<file path="config.mk">
export PLATFORM = sky130hd
export DESIGN_NAME = mux4_rr_arbiter
export DESIGN_NICKNAME = d
export VERILOG_FILES = /design/src/rtl/mux4_rr_arbiter.sv
export SDC_FILE = /design/constraint.sdc
export NUM_CORES = 1
export LEC_CHECK = 0
export BUFFER_PORTS_ARGS = -buffer_cell sky130_fd_sc_hd__buf_4
export CAP_MARGIN = 10
export CORE_AREA = 8 8 72 74
export CTS_BUF_LIST = sky130_fd_sc_hd__clkbuf_8 sky130_fd_sc_hd__clkbuf_16
export DETAILED_ROUTE_END_ITERATION = 12
export DIE_AREA = 0 0 80 82
export SETUP_SLACK_MARGIN = 0.5
export SKIP_CTS_REPAIR_TIMING = 1
export SLEW_MARGIN = 10
export SYNTH_ARGS = -nofsm -noshare
export SYNTH_HDL_FRONTEND = slang
export SYNTH_SLANG_ARGS = --single-unit
</file>
<file path="constraint.sdc">
create_clock -name clk -period 2.9 [get_ports clk]
set_input_delay 0 -clock clk [delete_from_list [all_inputs] [get_ports clk]]
set_output_delay 0 -clock clk [all_outputs]
set_load 0.005 [all_outputs]
</file>
<file path="src/rtl/mux4_rr_arbiter.sv">
`default_nettype none
// ==========================================================================
// mux4_rr_arbiter : round-robin 4:1 arbitrating mux, burst-limited grants,
//                   registered valid/ready output. Option: MUX4_ARB_LOCK_EN
// Revision 1.0
// ==========================================================================
module mux4_rr_arbiter #(
  parameter int n         = 8,
  parameter int MAX_BURST = 4
) (
  input  logic         clk,
  input  logic         rst_n,
  input  logic [n-1:0] A,
  input  logic [n-1:0] B,
  input  logic [n-1:0] C,
  input  logic [n-1:0] D,
  input  logic [3:0]   req,
  input  logic         y_ready,
`ifdef MUX4_ARB_LOCK_EN
  input  logic         lock,
`endif
  output logic [3:0]   gnt,
  output logic [1:0]   S,
  output logic [3:0]   ack,
  output logic [n-1:0] Y,
  output logic         y_valid
);

  typedef enum logic {IDLE = 1'b0, GRANT = 1'b1} state_t;

  localparam logic [4:0] c_max_burst = 5'(MAX_BURST);

  state_t       state_q, state_d;
  logic [1:0]   ptr_q, ptr_d;
  logic [3:0]   cnt_q, cnt_d;
  logic [3:0]   gnt_q, gnt_d;
  logic [1:0]   s_q, s_d;
  logic [n-1:0] y_q, y_d;
  logic         yv_q, yv_d;

  logic [1:0]   pick;
  logic [1:0]   cand;
  logic         found;
  logic         beat;
  logic         last_beat;
  logic         lock_w;
  logic [n-1:0] sel_data;

`ifdef MUX4_ARB_LOCK_EN
  assign lock_w = lock;
`else
  assign lock_w = 1'b0;
`endif

  // Search starts at ptr and wraps, so the first hit is the round-robin winner.
  always_comb begin
    pick  = ptr_q;
    cand  = ptr_q;
    found = 1'b0;
    for (int k = 0; k < 4; k++) begin
      cand = ptr_q + 2'(k);
      if (!found && req[cand]) begin
        pick  = cand;
        found = 1'b1;
      end
    end
  end

  always_comb begin
    case (s_q)
      2'd0:    sel_data = A;
      2'd1:    sel_data = B;
      2'd2:    sel_data = C;
      default: sel_data = D;
    endcase
  end

  assign beat      = (state_q == GRANT) && req[s_q] && (!yv_q || y_ready);
  assign last_beat = beat && !lock_w && (({1'b0, cnt_q} + 5'd1) >= c_max_burst);

  always_comb begin
    state_d = state_q;
    ptr_d   = ptr_q;
    cnt_d   = cnt_q;
    gnt_d   = gnt_q;
    s_d     = s_q;
    y_d     = y_q;
    yv_d    = yv_q;

    if (beat) begin
      y_d  = sel_data;
      yv_d = 1'b1;
    end else if (y_ready) begin
      yv_d = 1'b0;
    end

    case (state_q)
      IDLE: begin
        if (|req) begin
          gnt_d   = 4'b0001 << pick;
          s_d     = pick;
          cnt_d   = '0;
          state_d = GRANT;
        end else begin
          gnt_d = '0;
        end
      end
      GRANT: begin
        if (!req[s_q] || last_beat) begin
          state_d = IDLE;
          gnt_d   = '0;
          ptr_d   = s_q + 2'd1;
          cnt_d   = '0;
        end else if (beat && (cnt_q != 4'hF)) begin
          // Saturate so a long locked burst cannot wrap past the limit.
          cnt_d = cnt_q + 4'd1;
        end
      end
      default: state_d = IDLE;
    endcase
  end

  always_ff @(posedge clk or negedge rst_n) begin
    if (!rst_n) begin
      state_q <= IDLE;
      ptr_q   <= '0;
      cnt_q   <= '0;
      gnt_q   <= '0;
      s_q     <= '0;
      y_q     <= '0;
      yv_q    <= 1'b0;
    end else begin
      state_q <= state_d;
      ptr_q   <= ptr_d;
      cnt_q   <= cnt_d;
      gnt_q   <= gnt_d;
      s_q     <= s_d;
      y_q     <= y_d;
      yv_q    <= yv_d;
    end
  end

  assign gnt     = gnt_q;
  assign S       = s_q;
  assign ack     = gnt_q & {4{beat}};
  assign Y       = y_q;
  assign y_valid = yv_q;

endmodule
`default_nettype wire

</file>
; ---- Word-level counts from Yosys, hierarchy flattened
; Index checks and enable logic that the tools add are counted.
[op_classes]
addsub = 6
order_cmp = 6
eq_ne = 6
shift = 1
n_mux = 29
bitwise_logic = 2
reduce_logical = 20
[ops]
columns = operator, n
row1 = $pmux 8 s3, 1
row2 = $mux 4, 5
row3 = $pmux 4 s2, 2
row4 = $lt 2x3->1 const B, 5
row5 = $mux 1, 12
row6 = $bmux 1 s2, 5
row7 = $logic_and 1x1->1, 7
row8 = $mux 2, 3
row9 = $reduce_and 2->1, 3
row10 = $add 4x1->5 const B, 1
row11 = $ge 5x3->1 const B, 1
row12 = $logic_not 1->1, 5
row13 = $add 2x1->2 const B, 2
row14 = $add 2x2->2 const B, 2
row15 = $add 4x1->4 const B, 1
row16 = $and 4x4->4, 1
row17 = $ne 4x4->1 const B, 1
row18 = $reduce_or 4->1, 1
row19 = $shl 1x2->4 const A, 1
row20 = $ne 3x1->1 const B, 1
row21 = $eq 2x1->1 const B, 1
row22 = $eq 2x2->1 const B, 1
row23 = $logic_not 2->1, 1
row24 = $logic_or 1x1->1, 2
row25 = 5 further kinds, 5
[word_totals]
regBits = 22
inputBits = 39

; ---- Longest topological paths before layout
[depth]
ltp_word = 15
ltp_mapped = 7

; ---- Worst setup path after synthesis
; OpenSTA, ideal clock, no wires.
[synth_path]
path_type = register to register
startpoint = register s_q[0] (netlist: S[0])
endpoint = register ptr_q[1]
setup_time_ns = 0.127
arrival_ns = 1.477
slack_ns = 1.296
path_stages_with_launch = 4
n_path_buf = 0
period_less_slack_ns = 1.604
path_cell_list = dfrtp_1 -> mux4_2 -> a21bo_1 -> mux2_1
[synth_between]
elab_chain_len = 7
[synth_lines]
columns = item, line
row1 = start: declaration, 37  ; logic [1:0] s_q, s_d;
row2 = start signal: assignment, 129  ; s_q <= '0;
row3 = start signal: assignment, 137  ; s_q <= s_d;
row4 = $bmux 1 s2, "78, 109"
row5 = $mux 1 (not written as such), "78, 109"
row6 = $logic_and 1x1->1 (2 in series), 78  ; assign beat = (state_q == GRANT) && req[s_q] && (!yv_q || y_ready);
row7 = $logic_and 1x1->1, 79  ; assign last_beat = beat && !lock_w && (({1'b0, cnt_q} + 5'd1) >= c_max_burst);
row8 = $logic_or 1x1->1, 109  ; if (!req[s_q] || last_beat) begin
row9 = $reduce_and 2->1 (no source line), --
row10 = end signal: assignment, 134  ; ptr_q <= ptr_d;
row11 = end: declaration, 34  ; logic [1:0] ptr_q, ptr_d;
; Several ways; a longest one is shown, not always the timed one. The select of a mux whose other input is x is not followed.
; A chain may end at the register's enable or synchronous reset.

; ---- Final worst setup path
[layout_path]
startpoint = register s_q[0] (netlist: S[0])
endpoint = output ack[0]
[layout_between]
elab_chain_len = 5
[layout_lines]
columns = item, line
row1 = $bmux 1 s2, 78
row2 = $mux 1 (not written as such), 78
row3 = $logic_and 1x1->1 (2 in series), 78
row4 = $and 4x4->4, 145  ; assign ack = gnt_q & {4{beat}};
row5 = end: declaration, 24  ; output logic [3:0] ack,
; Every way passes these cells. The select of a mux whose other input is x is not followed.

==> qor.txt <==
Logic gate share of total power: 0.526
R2R Path End: cnt_q[0]
Launch point of the worst reg-to-reg path: S[0]
Die area: 6560 um^2
Unrepaired setup endpoints after global routing: no
Post-Synth Adder-Cell Area: 0.0598
Ys Warns: 0
Die Wd: 80 um
Dpl cells: 244
Worst VDD drop: 0.283 mV
Die Y: 82 um
Initial antenna violation count: 0
R2R Setup Slk: 1.06 ns
Clk pwr share: 0.121
Switching pwr: 0.000640 W
Fin Hold WS: 0.0145 ns
Multi-input gate area: 649 um^2
PwrDens: 890 nW/um^2
Syn Inst Count: 141
Leak pwr: 0.881 nW
Routed wire length: 3760 um
Avg WL per Cell: 15.2 um
Library cells used by synthesis: 27
Startpoint types: flip-flop
RD Place Congestion: 0.752
Critical Path RT: 2.90 ns
Syn_area_per_cell: 8.90 um^2
CTS Buf Count: 3
CP dominant cell by count: buf_4
Worst Skew: 0.00967 ns
Final HPWL DP: 3070 um
Synth Area in Compound Gates: 0.224
Post-synth EDFFs: 0
Crit Path Class: flip-flop to output pin
Input/output buffers: 57
Final min period: 2.02 ns
Worst slew margin: 0.535
Clock sinks: 22
Sw Share: 0.404
Worst-path clk slew: 0.08 ns
Worst path slowest cell: mux4_2
Grt total ovfl: 0
CP cell instances: mux4_2 > nand3_1 > buf_4 > nor2_1 > buf_4
Largest net degree at the start of global routing: 23
Post-synthesis mux area share: 0.0449
Post-route clock period utilization: 0.697
Vias in the first global route: 1196
Fmax: 0.495 GHz
Final setup TNS: 0 ns
Post-synthesis async set-or-reset flop share: 1.00
Clock Tree Root: clkbuf_8
Fin. Hold Viols: 0
Critical path's top delay family: multiplexers
Hold Crit Class: input pin to flip-flop
Crit Path Max Fanout: 12
Synth top area share: 0.439
Largest family of logic cells by synthesized area: compound AO/OA/AOI/OAI gates
Post-Synth Simple-Gate Area: 0.188
Seq pwr share: 0.353
Synth cell count leaders: dfrtp_1, nor2_1, nand2_1
Area Growth Syn to Fin: 41.7%
Hold endpoint: Y[7]
Post-synthesis sequential area ratio: 0.439
Router iterations before antenna repair: 4
Iter 0 DRT Violations: 118
Cell taking the most area after synthesis: dfrtp_1
Worst Max-Slew Pin Slew: 0.691 ns
Worst reg-to-reg path cell count: 4
Row Count: 24
Clk Latency, worst-skew pair: 0.27 ns
Hold Crit Depth: 3
First-pass GRT wire length: 5750 um
Post-DP Area: 1730 um^2
Storage cell area: 551 um^2
Crit end category: output pin
Outcome: finished clean
Final setup viols: 0
Crit path DAT: 2.02 ns
Final Max Slew Viols: 0
H-tree Lvls: 1
Initial core utilization: 0.303
Max cap viols: 0
FILL cells: 425
DR vias/cell: 4.98
GRT Total Usage: 0.111
Power Total: 0.00158 W
CP max stage delay: 0.58 ns
Hold path startpoint: D[7]
Antenna Violating Nets Remaining: 0
Xor-xnor portion of the synthesized cell area: 0
Synth area leaders: dfrtp_1, a222oi_1, ha_1, nor2_1, a21oi_1
Non-Filler Instances: 248
Final #Nets: 243
Internal power: 0.000942 W
Vias: 1234
Mapped Area: 1250 um^2
Ant diodes: 0
Finished layout cell area: 1780 um^2
CTS tree: done
Layout cells sized above 1: 0.327
Top-count cell post-synth: dfrtp_1
Core Area: 4140 um^2
Syn_nets: 186
Residual DRC count: 0
Num ports: 58
Maximum root-to-sink buffer count: 2
Flops & latches, synth: 22
Buf+Inv Stages, Crit Path: 2
Ys flop type: dfrtp_1
[metal layers]
layer / part of all wire / GRT usage / vias up
met5: 0 / 0 / -
met4: 0.019 / 0.0600 / 0
met3: 0.073 / 0.0274 / 5
met2: 0.48 / 0.173 / 44
met1: 0.43 / 0.139 / 573
li1: - / - / 612
[power by group through the flow]
stage / Clock (W) / Sequential, W / Combinational, W
floorplan: 0 / 0.000544 / 0.000500
global placement: 0 / 0.000566 / 0.000839
detailed placement: 0 / 0.000569 / 0.000842
CTS: 0.000195 / 0.000561 / 0.000846
global route: 0.000207 / 0.000583 / 0.000940
finish: 0.000191 / 0.000559 / 0.000832
[flip-flops by register name, indices dropped and copies added (netlist names)]
| register | flops |
|---|---|
| ptr_q | 2 |
| Y | 8 |
| y_valid | 1 |
| gnt | 4 |
| cnt_q | 4 |
| state_q | 1 |
| S | 2 |
[tightest hold or removal path, cell delays in order]
cell and delay (ns):
buf_4 0.08, a21oi_1 0.06, o21ai_1 0.11
[cell type report]
cell class                 instances  share of cell area
multi-input combinational        105               0.365
sequential                        22               0.310
timing repair buffer              59               0.251
inverter                           7              0.0148
tap                               52              0.0366
clock buffer                       3              0.0232
[cells in the final DEF, fill, tap and decap left out, types with 2 or more instances in the layout]
cell type  instances
buf_4             58
dfrtp_1           22
nor2_1            20
nand2_1           16
a21oi_1           13
o21ai_0            9
a222oi_1           8
inv_1              7
nand2b_1           6
ha_1               6
a22o_1             4
nor2b_1            3
o21ai_1            3
clkbuf_8           3
nand3_1            2
nor3_1             2
mux2_1             2
and2_1             2
[cells by family (layout without fill, tap and decap cells)]
family	count (synthesis)	count (layout)
simple gates	53	53
flops	22	22
fa+ha+maj	6	6
compound gates	42	42
buf+inv	14	69
mux	4	4
[metrics by stage]
step	setup slack, ns	util
global route	0.701	0.429
CTS	0.861	0.427
floorplan	1.30	-
detailed placement	1.05	0.417
global placement	1.11	0.417
finish	0.879	0.429
[worst max-delay path by stage]
| stage | startpoint | to | slack [ns] | depth (start not counted) |
|---|---|---|---|---|
| global route | S[0] | ack[3] | 0.70 | 5 |
| finish | S[0] | ack[0] | 0.88 | 5 |
| detailed placement | S[0] | cnt_q[0] | 1.05 | 4 |
| CTS | S[0] | ack[0] | 0.86 | 5 |
| global placement | S[0] | cnt_q[0] | 1.11 | 4 |
| floorplan | S[0] | ptr_q[1] | 1.30 | 3 |
Power figures use the tool's default switching activity.
